--- src/rtl/back_buffer_clear_arbiter.sv ---
// Port-B arbiter between the depth comparator and a raster clear sequencer.
// Every buffer switch fills the new back buffer with clear_value before the comparator is granted again.
module back_buffer_clear_arbiter #(
  parameter int H_RES        = 640,
  parameter int V_RES        = 480,
  parameter int CLEAR_ENABLE = 1,
  parameter int PIXEL_W      = 8
) (
  input  logic               clock,
  input  logic               reset,
  input  logic               switch_buffer,
  input  logic [PIXEL_W-1:0] clear_value,
  input  logic [9:0]         dc_address_x,
  input  logic [9:0]         dc_address_y,
  input  logic [PIXEL_W-1:0] dc_write_data,
  input  logic               dc_write_enable,
  output logic [PIXEL_W-1:0] dc_read_data,
  output logic               dc_grant,
  output logic [9:0]         buf_address_x,
  output logic [9:0]         buf_address_y,
  output logic [PIXEL_W-1:0] buf_write_data,
  output logic               buf_write_enable,
  input  logic [PIXEL_W-1:0] buf_read_data,
  output logic               clear_busy,
  output logic               clear_done,
  output logic [15:0]        dropped_writes
);

  if (H_RES < 1 || H_RES > 1024 || V_RES < 1 || V_RES > 1024) begin : g_res_check
    $error("back_buffer_clear_arbiter: H_RES and V_RES must be in 1..1024");
  end

  localparam logic [1:0] IDLE  = 2'd0;
  localparam logic [1:0] CLEAR = 2'd1;
  localparam logic [1:0] DONE  = 2'd2;

  localparam logic [9:0] X_LAST   = 10'(H_RES - 1);
  localparam logic [9:0] Y_LAST   = 10'(V_RES - 1);
  localparam bit         DO_CLEAR = (CLEAR_ENABLE != 0);

  logic [1:0] state;
  logic [9:0] x;
  logic [9:0] y;

  always_ff @(posedge clock or posedge reset) begin
    if (reset) begin
      state <= IDLE;
      x     <= '0;
      y     <= '0;
    end else begin
      case (state)
        IDLE: begin
          if (switch_buffer) begin
            state <= DO_CLEAR ? CLEAR : DONE;
            x     <= '0;
            y     <= '0;
          end
        end
        CLEAR: begin
          // A new switch aborts the running sweep and restarts it from the origin.
          if (switch_buffer) begin
            x <= '0;
            y <= '0;
          end else if (x == X_LAST) begin
            x <= '0;
            if (y == Y_LAST) begin
              y     <= '0;
              state <= DONE;
            end else begin
              y <= y + 10'd1;
            end
          end else begin
            x <= x + 10'd1;
          end
        end
        DONE: begin
          x <= '0;
          y <= '0;
          if (switch_buffer) state <= DO_CLEAR ? CLEAR : DONE;
          else               state <= IDLE;
        end
        default: state <= IDLE;
      endcase
    end
  end

  always_ff @(posedge clock or posedge reset) begin
    if (reset) begin
      dropped_writes <= '0;
    end else if (dc_write_enable && !dc_grant && (dropped_writes != '1)) begin
      dropped_writes <= dropped_writes + 16'd1;
    end
  end

  always_comb begin
    dc_grant     = (state == IDLE);
    clear_busy   = (state == CLEAR);
    clear_done   = (state == DONE);
    dc_read_data = buf_read_data;
  end

  // The comparator path stays on the bus outside CLEAR; only its strobe is gated.
  always_comb begin
    buf_address_x    = dc_address_x;
    buf_address_y    = dc_address_y;
    buf_write_data   = dc_write_data;
    buf_write_enable = dc_write_enable && dc_grant && !reset;
    if (state == CLEAR) begin
      buf_address_x    = x;
      buf_address_y    = y;
      buf_write_data   = clear_value;
      buf_write_enable = 1'b1;
    end
  end

endmodule

--- config.mk ---
export PLATFORM = sky130hd
export DESIGN_NAME = back_buffer_clear_arbiter
export DESIGN_NICKNAME = d
export VERILOG_FILES = /design/src/rtl/back_buffer_clear_arbiter.sv
export SDC_FILE = /design/constraint.sdc
export NUM_CORES = 1
export LEC_CHECK = 0
export ABC_CLOCK_PERIOD_IN_PS = 1800
export CORE_ASPECT_RATIO = 1.1
export CORE_UTILIZATION = 39
export CTS_BUF_LIST = sky130_fd_sc_hd__clkbuf_16
export CTS_CLUSTER_DIAMETER = 60
export CTS_CLUSTER_SIZE = 24
export DETAILED_ROUTE_END_ITERATION = 8
export PLACE_DENSITY = 0.84
export REMOVE_ABC_BUFFERS = 1
export SLEW_MARGIN = 5
export SYNTH_ARGS = -nofsm -noshare
export SYNTH_HDL_FRONTEND = slang
export SYNTH_SLANG_ARGS = --single-unit
--- constraint.sdc ---
create_clock -name clock -period 1.8 [get_ports clock]
set_clock_uncertainty 0.05 [all_clocks]
set_input_delay 0.18 -clock clock [delete_from_list [all_inputs] [get_ports clock]]
set_output_delay 0.18 -clock clock [all_outputs]
set_load 0.005 [all_outputs]
==> Word-level counts from Yosys, hierarchy flattened <==
Cells that the tools add are included.
{ "word_totals": {"ff_bits": 38, "out_inout_bits": 56, "input_bits": 48} }
{ "classes": {"n_reduce_logical": 11, "eq_ne": 10, "n_mux": 18, "addsub": 3} }
{ "op_table": {"columns": ["op", "n"], "rows": [
  ["10-bit 2-to-1 mux", 8],
  ["10-bit one-hot mux with 3 select lines", 2],
  ["10-bit by 1-bit adder with 10-bit output (second input constant)", 2],
  ["16-bit by 1-bit adder with 16-bit output (second input constant)", 1],
  ["16-bit != test (second input constant)", 1],
  ["10-bit equality test (second input constant)", 1],
  ["10-bit by 9-bit equality test with 1-bit output (second input constant)", 1],
  ["2-bit 2-to-1 mux", 4],
  ["8-bit 2-to-1 mux", 1],
  ["2-bit one-hot mux with 3 select lines", 1],
  ["1-bit logical AND", 4],
  ["2-bit by 1-bit != test with 1-bit output (second input constant)", 2],
  ["2-bit != test (second input constant)", 2],
  ["4-bit AND reduction", 1],
  ["3-bit by 2-bit != test with 1-bit output (second input constant)", 1],
  ["3-bit AND reduction", 1],
  ["3-bit nonzero test", 1],
  ["2-bit by 1-bit equality test with 1-bit output (second input constant)", 1],
  ["2-bit equality test (second input constant)", 1],
  ["1-bit logical NOT", 2],
  ["2-bit logical NOT", 1],
  ["1-bit 2-to-1 mux", 2],
  ["2-bit AND reduction", 1]
]} }

==> Logic depth before layout (Yosys ltp) <==
Gate-level depths: netlist (run 1).
{ "depth": {"word_depth": 5, "mapped_depth": 6, "mapped_depth_nobuf": 5} }

==> Least setup slack after synthesis (run 1) <==
Ideal clock, no wire load.
{ "synth_path": {"path_type": "register to register", "startpoint": "register y[0]", "endpoint": "register y[9]", "required_time_ps": 1630, "arrival_ps": 1591, "slack_ps": 39, "stages_incl_launch_ff": 7, "path_cell_list": "dfrtp_1 ha_1 nand4_2 o41a_1 and2_1 buf_6 a31o_1"} }
{ "synth_between": {"elab_chain_len": 5, "elab_cells_between_ends": 6} }
{ "synth_rtl": {"columns": ["element", "line", "rtl"], "rows": [
  ["start, declared", "43", "logic [9:0] y;"],
  ["start signal, assigned", "70", "y <= y + 10'd1;"],
  ["10-bit by 1-bit adder with 10-bit output or 10-bit by 9-bit equality test with 1-bit output (tied branches)", "70, 66", null],
  ["10-bit 2-to-1 mux (*)", "66", "if (y == Y_LAST) begin"],
  ["10-bit 2-to-1 mux (*)", "64", "end else if (x == X_LAST) begin"],
  ["10-bit 2-to-1 mux (*)", "61", "if (switch_buffer) begin"],
  ["10-bit one-hot mux with 3 select lines (*)", "51", "case (state)"]
]} }
Every way passes the cells marked *; elsewhere a longest branch is shown, timed or not. The select of a mux whose other input is x is not followed.
A chain may end at the register's enable or synchronous reset.

==> Worst setup path after layout (run 1) <==
{ "layout_path": {"startpoint": "register state[1]", "endpoint": "output buf_address_x[6]"} }
{ "layout_between": {"elab_chain_len": 2} }
{ "layout_rtl": {"columns": ["element", "line", "rtl"], "rows": [
  ["start, declared", "41", "logic [1:0] state;"],
  ["start signal, assigned", "54", "state <= DO_CLEAR ? CLEAR : DONE;"],
  ["start signal, assigned", "79", "if (switch_buffer) state <= DO_CLEAR ? CLEAR : DONE;"],
  ["2-bit by 1-bit equality test with 1-bit output", "108", "if (state == CLEAR) begin"],
  ["10-bit 2-to-1 mux", "108", null],
  ["end, declared", "19", "output logic [9:0] buf_address_x,"]
]} }
No other way between the ends.

==> results of run 1 <==
-- cells by family (layout without fill, tap and decap cells) --
| kind of cell | count (synthesis) | in the layout | synth area share (%) |
|---|---|---|---|
| buffers and inverters | 29 | 153 | 6.29 |
| flip-flops | 38 | 38 | 38.2 |
| multiplexers | 5 | 5 | 2.21 |
| adder cells (fa/ha/maj) | 3 | 3 | 1.51 |
| AO/OA/AOI/OAI | 52 | 52 | 13.7 |
| AND/OR/NAND/NOR | 173 | 173 | 33.1 |
| XOR/XNOR | 14 | 14 | 4.93 |
-- final timing paths --
| check | slack (ps) | to | cells after the start | from |
|---|---|---|---|---|
| max | 20 | buf_address_x[6] | 5 | state[1]$_DFFE_PP0P_ |
| min | 310 | dc_read_data[0] | 0 | buf_read_data[0] |
| max reg2reg | 30 | y[5]$_DFFE_PP0P_ | 7 | state[1]$_DFFE_PP0P_ |
| min reg2reg | 480 | dropped_writes[7]$_DFFE_PP0P_ | 1 | dropped_writes[7]$_DFFE_PP0P_ |
| max in group asynchronous | 960 | state[0]$_DFFE_PP0P_ | 3 | reset |
| min in group asynchronous | 380 | dropped_writes[11]$_DFFE_PP0P_ | 3 | reset |
-- metrics by stage --
| step | cells | worst slack (ps) | util, % | hold WS, ps |
|---|---|---|---|---|
| after floorplan | 295 | -379 | - | 262 |
| after global placement | 499 | -16.3 | 59.0 | 310 |
| after detailed placement | 499 | -56.9 | 59.0 | 310 |
| after CTS | 510 | -140 | 62.4 | 310 |
| after global routing | 518 | -35.9 | 65.9 | 310 |
| final | 518 | 22.7 | 65.9 | 310 |
-- area by class of cell --
class | count | area share, %
Clock buffer | 5 | 3.08
Tap cell | 80 | 2.47
Sequential cell | 38 | 23.5
Timing Repair Buffer | 135 | 31.2
Multi-Input combinational cell | 247 | 37.0
Inverter | 10 | 1.05
Clock inverter | 3 | 1.70
-- worst max-delay path: stages, from the launching register on --
cell and delay (ps):
dfrtp_1 390, nand2b_4 190, buf_6 150, clkbuf_16 160, o21ai_0 160, clkdlybuf4s15_1 220
-- state kept, by name (all words and copies together), names as in the netlist --
signal	cells
x	10
dropped_writes	16
state	2
y	10
-- power breakdown --
part,switching [mW],internal (mW),leakage (nW)
registers,0.0741,0.939,0.508
logic,0.278,0.384,1.37
clock network,0.368,0.797,0.0940
-- timing repair --
| action | CTS | global route |
|---|---|---|
| hold buffers | 0 | 0 |
| pin swaps | 0 | 5 |
| gates resized for setup | 34 | 40 |
| buffers inserted | 1 | 5 |
| gates cloned | 2 | 3 |
| endpoints found under the setup margin | 29 | 22 |
-- per-layer routing --
layer	GRT usage, %	routed length (µm)	vias to the layer above
met5	0	0	-
met4	6.23	155	0
met3	4.57	556	11
met2	43.8	4400	122
met1	25.1	3100	1359
li1	-	-	1346
-- cells in the final DEF, fill, tap and decap left out, types with 8 or more instances in the layout --
cell,count
inv_1,9
dlygate4sd2_1,20
clkdlybuf4s50_1,55
nor3_1,9
dlymetal6s2s_1,8
dfrtp_1,36
nor2_1,21
nand2_1,87
buf_4,39
nand3_1,13
nand4_1,11
o21ai_0,17
==> summary.md, run 1 <==
| Metric | Value |
|---|---|
| Mapped Cells | 314 |
| Final Cycle Share | 98.7% |
| Initial antenna violation count | 0 |
| Syn. warnings | 0 |
| Layout cells sized above 1 | 21.7% |
| Setup Viol. Count Final | 0 |
| Port bufs | 87 |
| Vias in the first global route | 2834 |
| CP Launch Type | flip-flop |
| First-pass GRT wire length | 12200 µm |
| Core area | 6160 µm² |
| DP Wirelength | 5410 µm |
| Drt drc | 0 |
| CTS tree | done |
| Cell taking the most area after synthesis | dfrtp_1 |
| Cell Rows | 30 |
| Setup_tns | 0 ps |
| Starting Density | 40.4% |
| Fmax achieved | 563 MHz |
| Global placer's final weighted congestion | 0.938 |
| CP max FO | 5 |
| Most used DFF post-synth | dfrtp_1 |
| Register area | 953 µm² |
| Area of the multi-input gates | 1500 µm² |
| Most common cell in the synthesized netlist | nand2_1 |
| Die area | 6700 µm² |
| EDFF count, synth | 0 |
| CP Data Arrival Time | 1550 ps |
| Design area | 4060 µm² |
| Pwr/cell area | 700 nW/µm² |
| Via count | 2838 |
| Slew margin rel. | 64.1% |
| Crit path time final | 1780 ps |
| DR WL/cell | 15.9 µm |
| Synth top area cells | dfrtp_1, nand2_1, o21ai_0, nor2_1, nand3_1 |
| Fin. max-slew vios | 0 |
| Overall fraction of global-route tracks in use | 22.8% |
| Grt ovf | 0 |
| Power, Total | 2.84 mW |
| FF+latch count, synth | 38 |
| Synth-to-layout area growth | 63.2% |
| I/O pin count | 104 |
| Pre-Repair DR Iteration Count | 4 |
| CP endpoint kind | output port |
| Synthesized cell area | 2490 µm² |
| N_diodes | 0 |
| Clk Tree Root Cell | clkbuf_16 |
| Dpl cell area | 3630 µm² |
| Pleak | 1.97 nW |
| Drt total wl | 8220 µm |
| Yosys cell types | 47 |
| Die Ht | 85.8 µm |
| Sequential fraction of the synthesis area | 38.2% |
| Unrepaired setup endpoints after global routing | yes |
| H-tree Lvls | 2 |
| Status | finished clean |
| Final hold vios | 0 |
| Largest net degree at the start of global routing | 39 |
| Antenna viol nets, final | 0 |
| Max_cap viols | 0 |
| Commonest cells post-synth | nand2_1, dfrtp_1, nor2_1 |
| Clk slew on worst S/H paths | 60 ps |
| Hold Path Class | in -> out |
| Avg Cell Area, Syn | 7.92 µm² |
| WS Path Type | reg -> out |
| Number of fill cells | 533 |
| Die width | 78.1 µm |
| Initial DRC Count | 141 |
| Skew-Pair Late Insertion Delay | 290 ps |
| Clock Tree Buf Depth | 2 |
| Req. time, crit path | 1570 ps |
| Number of buffers created by CTS | 5 |
| Nets | 488 |
| Share of the synthesized area in the top cell type | 38.2% |
| VDD IR-drop max | 0.000462 V |
| Sink Count | 38 |
| Worst Tran Pin Value | 533 ps |
| Vias per cell | 5.48 |
| Asr flop ratio synth | 100% |
No activity file was read; power rests on OpenSTA's default activity.
==> inputs of run 2 (changes only) <==
- HOLD_SLACK_MARGIN: unset -> 0.08
==> results of run 2 <==
Final layout, timing and power as in run 1 (identical DEF).
